===== src/rtl/uart_tx_fifo.sv =====
// UART transmitter with a DATA_W x FIFO_DEPTH push FIFO, 5..12 data bits, optional parity, 1/2 stop bits.
// Define UART_TX_BREAK_EN to enable the line-break state driven by i_break.
module uart_tx_fifo #(
    parameter int DATA_W     = 9,
    parameter int FIFO_DEPTH = 8
) (
    input  logic                          i_clk,
    input  logic                          i_rst_n,
    input  logic                          i_ce,
    input  logic [DATA_W-1:0]             i_data,
    input  logic                          i_wr,
    input  logic [2:0]                    i_length,
    input  logic                          i_stop2,
    input  logic                          i_parity,
    input  logic                          i_odd,
    input  logic                          i_break,
    output logic                          o_tx,
    output logic                          o_busy,
    output logic                          o_full,
    output logic                          o_empty,
    output logic [$clog2(FIFO_DEPTH):0]   o_level,
    output logic                          o_ovf
);

    localparam int PW = $clog2(FIFO_DEPTH);
    localparam int LW = PW + 1;

`ifdef UART_TX_BREAK_EN
    typedef enum logic [2:0] {
        IDLE   = 3'd0,
        START  = 3'd1,
        DATA   = 3'd2,
        PARITY = 3'd3,
        STOP   = 3'd4,
        BREAK  = 3'd5
    } state_t;
`else
    typedef enum logic [2:0] {
        IDLE   = 3'd0,
        START  = 3'd1,
        DATA   = 3'd2,
        PARITY = 3'd3,
        STOP   = 3'd4
    } state_t;
`endif

    state_t              r_state, w_next;
    logic [DATA_W-1:0]   r_mem [FIFO_DEPTH];
    logic [PW-1:0]       r_wr_ptr, r_rd_ptr;
    logic [LW-1:0]       r_level;
    logic                r_ovf;
    logic [DATA_W-1:0]   r_shreg;
    logic [3:0]          r_nbits;
    logic [3:0]          r_cnt;
    logic                r_par_en, r_par, r_stop2;

    logic                w_full, w_empty, w_push, w_pop, w_tx, w_dpar;
    logic [DATA_W-1:0]   w_head;
    logic [3:0]          w_nbits;

`ifndef UART_TX_BREAK_EN
    logic w_unused_break;
    assign w_unused_break = i_break;
`endif

    assign w_full  = (r_level == LW'(FIFO_DEPTH));
    assign w_empty = (r_level == '0);
    // A push against a full FIFO is rejected even if a pop frees a slot on the same edge.
    assign w_push  = i_wr & ~w_full;
    assign w_head  = r_mem[r_rd_ptr];

    // Frame length clamp and parity over only the bits that will actually be sent.
    always_comb begin
        int unsigned bits;
        bits = 32'(i_length) + 32'd5;
        if (bits > 32'(DATA_W))
            bits = 32'(DATA_W);
        w_nbits = 4'(bits);
        w_dpar  = i_odd;
        for (int unsigned i = 0; i < 32'(DATA_W); i++)
            if (i < bits)
                w_dpar = w_dpar ^ w_head[i];
    end

    always_ff @(posedge i_clk or negedge i_rst_n) begin
        if (!i_rst_n)
            r_state <= IDLE;
        else
            r_state <= w_next;
    end

    always_comb begin
        w_next = r_state;
        w_pop  = 1'b0;
        w_tx   = 1'b1;
        case (r_state)
            IDLE: begin
                if (i_ce) begin
`ifdef UART_TX_BREAK_EN
                    if (i_break) begin
                        w_next = BREAK;
                    end else if (!w_empty) begin
                        w_pop  = 1'b1;
                        w_next = START;
                    end
`else
                    if (!w_empty) begin
                        w_pop  = 1'b1;
                        w_next = START;
                    end
`endif
                end
            end
            START: begin
                w_tx = 1'b0;
                if (i_ce)
                    w_next = DATA;
            end
            DATA: begin
                w_tx = r_shreg[0];
                if (i_ce && (r_cnt == r_nbits - 4'd1))
                    w_next = r_par_en ? PARITY : STOP;
            end
            PARITY: begin
                w_tx = r_par;
                if (i_ce)
                    w_next = STOP;
            end
            STOP: begin
                if (i_ce && (!r_stop2 || (r_cnt != '0))) begin
                    if (!w_empty) begin
                        w_pop  = 1'b1;
                        w_next = START;
                    end else begin
                        w_next = IDLE;
                    end
                end
            end
`ifdef UART_TX_BREAK_EN
            BREAK: begin
                w_tx = 1'b0;
                if (i_ce && !i_break)
                    w_next = STOP;
            end
`endif
            default: w_next = IDLE;
        endcase
    end

    // Frame settings are captured at pop so mid-frame config changes cannot disturb it.
    always_ff @(posedge i_clk or negedge i_rst_n) begin
        if (!i_rst_n) begin
            r_shreg  <= '0;
            r_nbits  <= '0;
            r_par_en <= 1'b0;
            r_par    <= 1'b0;
            r_stop2  <= 1'b0;
            r_cnt    <= '0;
        end else begin
            if (w_pop) begin
                r_shreg  <= w_head;
                r_nbits  <= w_nbits;
                r_par_en <= i_parity;
                r_par    <= w_dpar;
                r_stop2  <= i_stop2;
            end else if ((r_state == DATA) && i_ce) begin
                r_shreg  <= {1'b0, r_shreg[DATA_W-1:1]};
            end
`ifdef UART_TX_BREAK_EN
            if ((r_state == BREAK) && (w_next == STOP))
                r_stop2 <= 1'b0;
`endif
            if (r_state != w_next)
                r_cnt <= '0;
            else if (i_ce)
                r_cnt <= r_cnt + 4'd1;
        end
    end

    always_ff @(posedge i_clk) begin
        if (w_push)
            r_mem[r_wr_ptr] <= i_data;
    end

    always_ff @(posedge i_clk or negedge i_rst_n) begin
        if (!i_rst_n) begin
            r_wr_ptr <= '0;
            r_rd_ptr <= '0;
            r_level  <= '0;
            r_ovf    <= 1'b0;
        end else begin
            r_ovf <= i_wr & w_full;
            if (w_push)
                r_wr_ptr <= r_wr_ptr + PW'(1);
            if (w_pop)
                r_rd_ptr <= r_rd_ptr + PW'(1);
            case ({w_push, w_pop})
                2'b10:   r_level <= r_level + LW'(1);
                2'b01:   r_level <= r_level - LW'(1);
                default: r_level <= r_level;
            endcase
        end
    end

    assign o_tx    = w_tx;
    assign o_busy  = (r_state != IDLE) | ~w_empty;
    assign o_full  = w_full;
    assign o_empty = w_empty;
    assign o_level = r_level;
    assign o_ovf   = r_ovf;

endmodule

===== config.mk =====
export PLATFORM = sky130hd
export DESIGN_NAME = uart_tx_fifo
export DESIGN_NICKNAME = d
export VERILOG_FILES = /design/src/rtl/uart_tx_fifo.sv
export SDC_FILE = /design/constraint.sdc
export NUM_CORES = 1
export LEC_CHECK = 0
export ABC_AREA = 1
export CAP_MARGIN = 20
export CORE_UTILIZATION = 25
export CTS_BUF_LIST = sky130_fd_sc_hd__clkbuf_8
export DETAILED_ROUTE_END_ITERATION = 10
export SYNTH_ARGS = -nofsm -noshare
export SYNTH_HDL_FRONTEND = slang
export SYNTH_SLANG_ARGS = --single-unit

===== constraint.sdc =====
create_clock -name i_clk -period 7 [get_ports i_clk]
set_input_delay 1.05 -clock i_clk [delete_from_list [all_inputs] [get_ports i_clk]]
set_output_delay 1.05 -clock i_clk [all_outputs]
set_load 0.01 [all_outputs]

==> metrics.cfg <==
[routing]
vias=3564
ant_nets=0
drt_iter0_drc=258
drt_wl_total_microns=10800
drc=0
wl_per_cell_microns=12.6
post_drt_via_cell_ratio=4.13
drtPass1Iterations=4

[clocking]
root_buffer=clkbuf_8
ctsHoldBuffers=0
post-cts-setup-buffers=0
cts-resized-gates=0
cts_buffer_depth=2
tritoncts=built
ctsHtreeMaxLevel=3
cts.clk_slew.worst_paths_ns=0.10
cts-buffers-inserted=9
clkSinkCount=106
clk_latency_ns=0.38

[die]
chipHeight_microns=146
start_util_pct=25.7
io_pins=29
die_w_microns=146
core_sq_um=20300
num_rows=52
die-area_sq_um=21400

[timing]
worst_clock_skew_ns=0.0117
hold_viol=0
whs_ns=0.496
worstMarginPinSlew_ns=1.07
fmax_mhz=275
timing.final.crit_share_pct=52.0
fin_tns_setup_ns=0
slew_viol_final=0
finalSetupViolCount=0
period_needed_ns=3.64
rsz0062_at_grt=false
slew_headroom_pct=28.3

[synthesis]
synth_area_leaders=edfxtp_1 (42%), dfrtp_1 (16%), nand2_1 (11%)
syn_area_per_cell_sq_um=9.27
yosysTopAreaCell=edfxtp_1
ys_seq_area_share_pct=57.8
ys_seq_elements=106
yosysUniqueCellTypes=37
yosysWarningCount=0
postSynthCellCount=562
synth_area_sq_um=5210
syn_nets=593
synth_top_area_share_pct=41.5

[worst_setup_path]
cp-end-kind=register
critPathMaxStageDelay_ns=0.71
crit_type=in -> reg
worstSetupStartpointType=primary input
critPathTopFamily=buffers and inverters
crit_buf_inv=3
cp-endpoint=o_level[3]$_DFFE_PN0P_
r2r_cells=13
arrival_ns=3.92
reg2reg_setup_slack_ns=4.05
rr_endpoint=o_level[3]$_DFFE_PN0P_
crit_top_cell=nor2_1
crit_fanout=21
cp_num_cells=14
slowest_stage=clkdlybuf4s50_1
crit_chain=clkdlybuf4s50_1 -> inv_2 -> nor2_1 -> nand2_2 -> inv_2 -> ha_1 -> ha_1 -> nand2_1 -> nor2_1 -> a211oi_1 -> nor2_1 -> nor2_1 -> nand2_1 -> xor2_1
worstPathRequired_ns=7.28
r2r-start=o_level[1]$_DFFE_PN0P_
critPathLaunch=i_ce

[run_status]
status=completed

[global_route]
busiest_layer=met2
grt_pass1_wl_microns=17600
gr-total-overflow=0
grt_max_degree=39
grt_usage_pct=10.7
gr-usage-met3_pct=2.34
grt_pass1_vias=3379
grt_util_met2_pct=17.0
antenna_found_initial=0
use_met1_pct=14.2

[final_layout]
nets=618
final_common_cell=nand2_1
n_antenna_cell=0
drive_gt1_share_pct=5.57
area_delta_synth_final_pct=12.7
final_cells=862
most-common-layout-cells=nand2_1 (157), inv_1 (77), edfxtp_1 (72), nor2_1 (58), nand3_1 (47)

[placement]
routabilityCongestion=0.790
placedCellCount=846
portBuffers=27
hpwl_microns=6960

[pwr]
power_density_nw_per_um2=393
vdd_drop_max_mv=0.126
total_leakage_power_uw=0.00249
total_power_uw=2310

[worst_hold_path]
hold_path_class=reg -> reg

[run]
drv_cap=0

synth_stat cells, drive strengths merged:
master / count
nor4: 2
or2: 1
clkinv: 1
a22oi: 1
a211oi: 1
nand2: 160
nand4: 4
nor3: 5
ha: 10
o21a: 1
o22ai: 1
nor2: 58
inv: 82
a21oi: 15
buf: 15
o31ai: 1
nand3: 50
edfxtp: 72
a32oi: 1
o2111ai: 1
o21ai: 30
xnor2: 3
xor2: 8
o211ai: 4
fa: 1
dfrtp: 34
worst min path at each step:
stage / start / cells after the start / endpoint / slack [ns]
CTS: r_nbits[1]$_DFFE_PN0P_ / 2 / r_nbits[1]$_DFFE_PN0P_ / 0.50
detailed placement: r_par$_DFFE_PN0P_ / 2 / r_par$_DFFE_PN0P_ / 0.48
finish: r_nbits[1]$_DFFE_PN0P_ / 2 / r_nbits[1]$_DFFE_PN0P_ / 0.50
floorplan: r_stop2$_DFFE_PN0P_ / 2 / r_stop2$_DFFE_PN0P_ / 0.45
global placement: r_shreg[6]$_DFFE_PN0P_ / 2 / r_shreg[6]$_DFFE_PN0P_ / 0.47
global route: r_stop2$_DFFE_PN0P_ / 2 / r_stop2$_DFFE_PN0P_ / 0.53
metal layers:
metal  vias to the layer above  routed length (microns)
li1                       1867                        -
met1                      1633                     5280
met2                        51                     4970
met3                        13                      419
met4                         0                      169
met5                         -                        0
metrics by stage:
| stage | cell area (sq um) | utilization (%) | worst slack [ns] |
|---|---|---|---|
| final | 5870 | 28.9 | 3.36 |
| after global routing | 5870 | 28.9 | 3.09 |
| after detailed placement | 5700 | 28.1 | 2.93 |
| after floorplan | 5210 | - | 4.02 |
| after global placement | 5680 | 28.0 | 2.95 |
| after CTS | 5870 | 28.9 | 3.37 |
sequential cells by signal, summed over array words and instances, names as in the netlist:
signal	count
r_state	3
r_nbits	4
r_stop2	1
r_shreg	9
o_level	4
r_rd_ptr	3
r_wr_ptr	3
r_mem	72
r_par	1
o_ovf	1
r_par_en	1
r_cnt	4
final cells by class:
cell class,count,area (sq um)
Fill cell,2164,14400
Sequential cell,106,3010
Multi-Input combinational cell,358,1740
Tap cell,270,338
Inverter,83,319
Timing Repair Buffer,29,284
Clock buffer,9,124
Clock inverter,7,52.6
where the power goes:
part	internal [uW]	switching [uW]	leakage (uW)
Clock	132	219	0.0000906
Sequential	825	109	0.00107
Combinational	354	666	0.00133
tightest hold or removal path, stage by stage, from the launching register on:
cell and delay (ns):
dfrtp_1 0.36, nand2_1 0.05, o21ai_0 0.06
cells by family (layout without fill, tap and decap cells):
kind of cell,Yosys count,after routing,share of synthesized area [%]
AND/OR/NAND/NOR,280,280,22.7
buffers and inverters,98,128,8.72
XOR/XNOR,11,11,1.85
AO/OA/AOI/OAI,56,56,6.15
flip-flops,106,106,57.8
adder cells (fa/ha/maj),11,11,2.79
No activity file was read; power rests on OpenSTA's default activity.
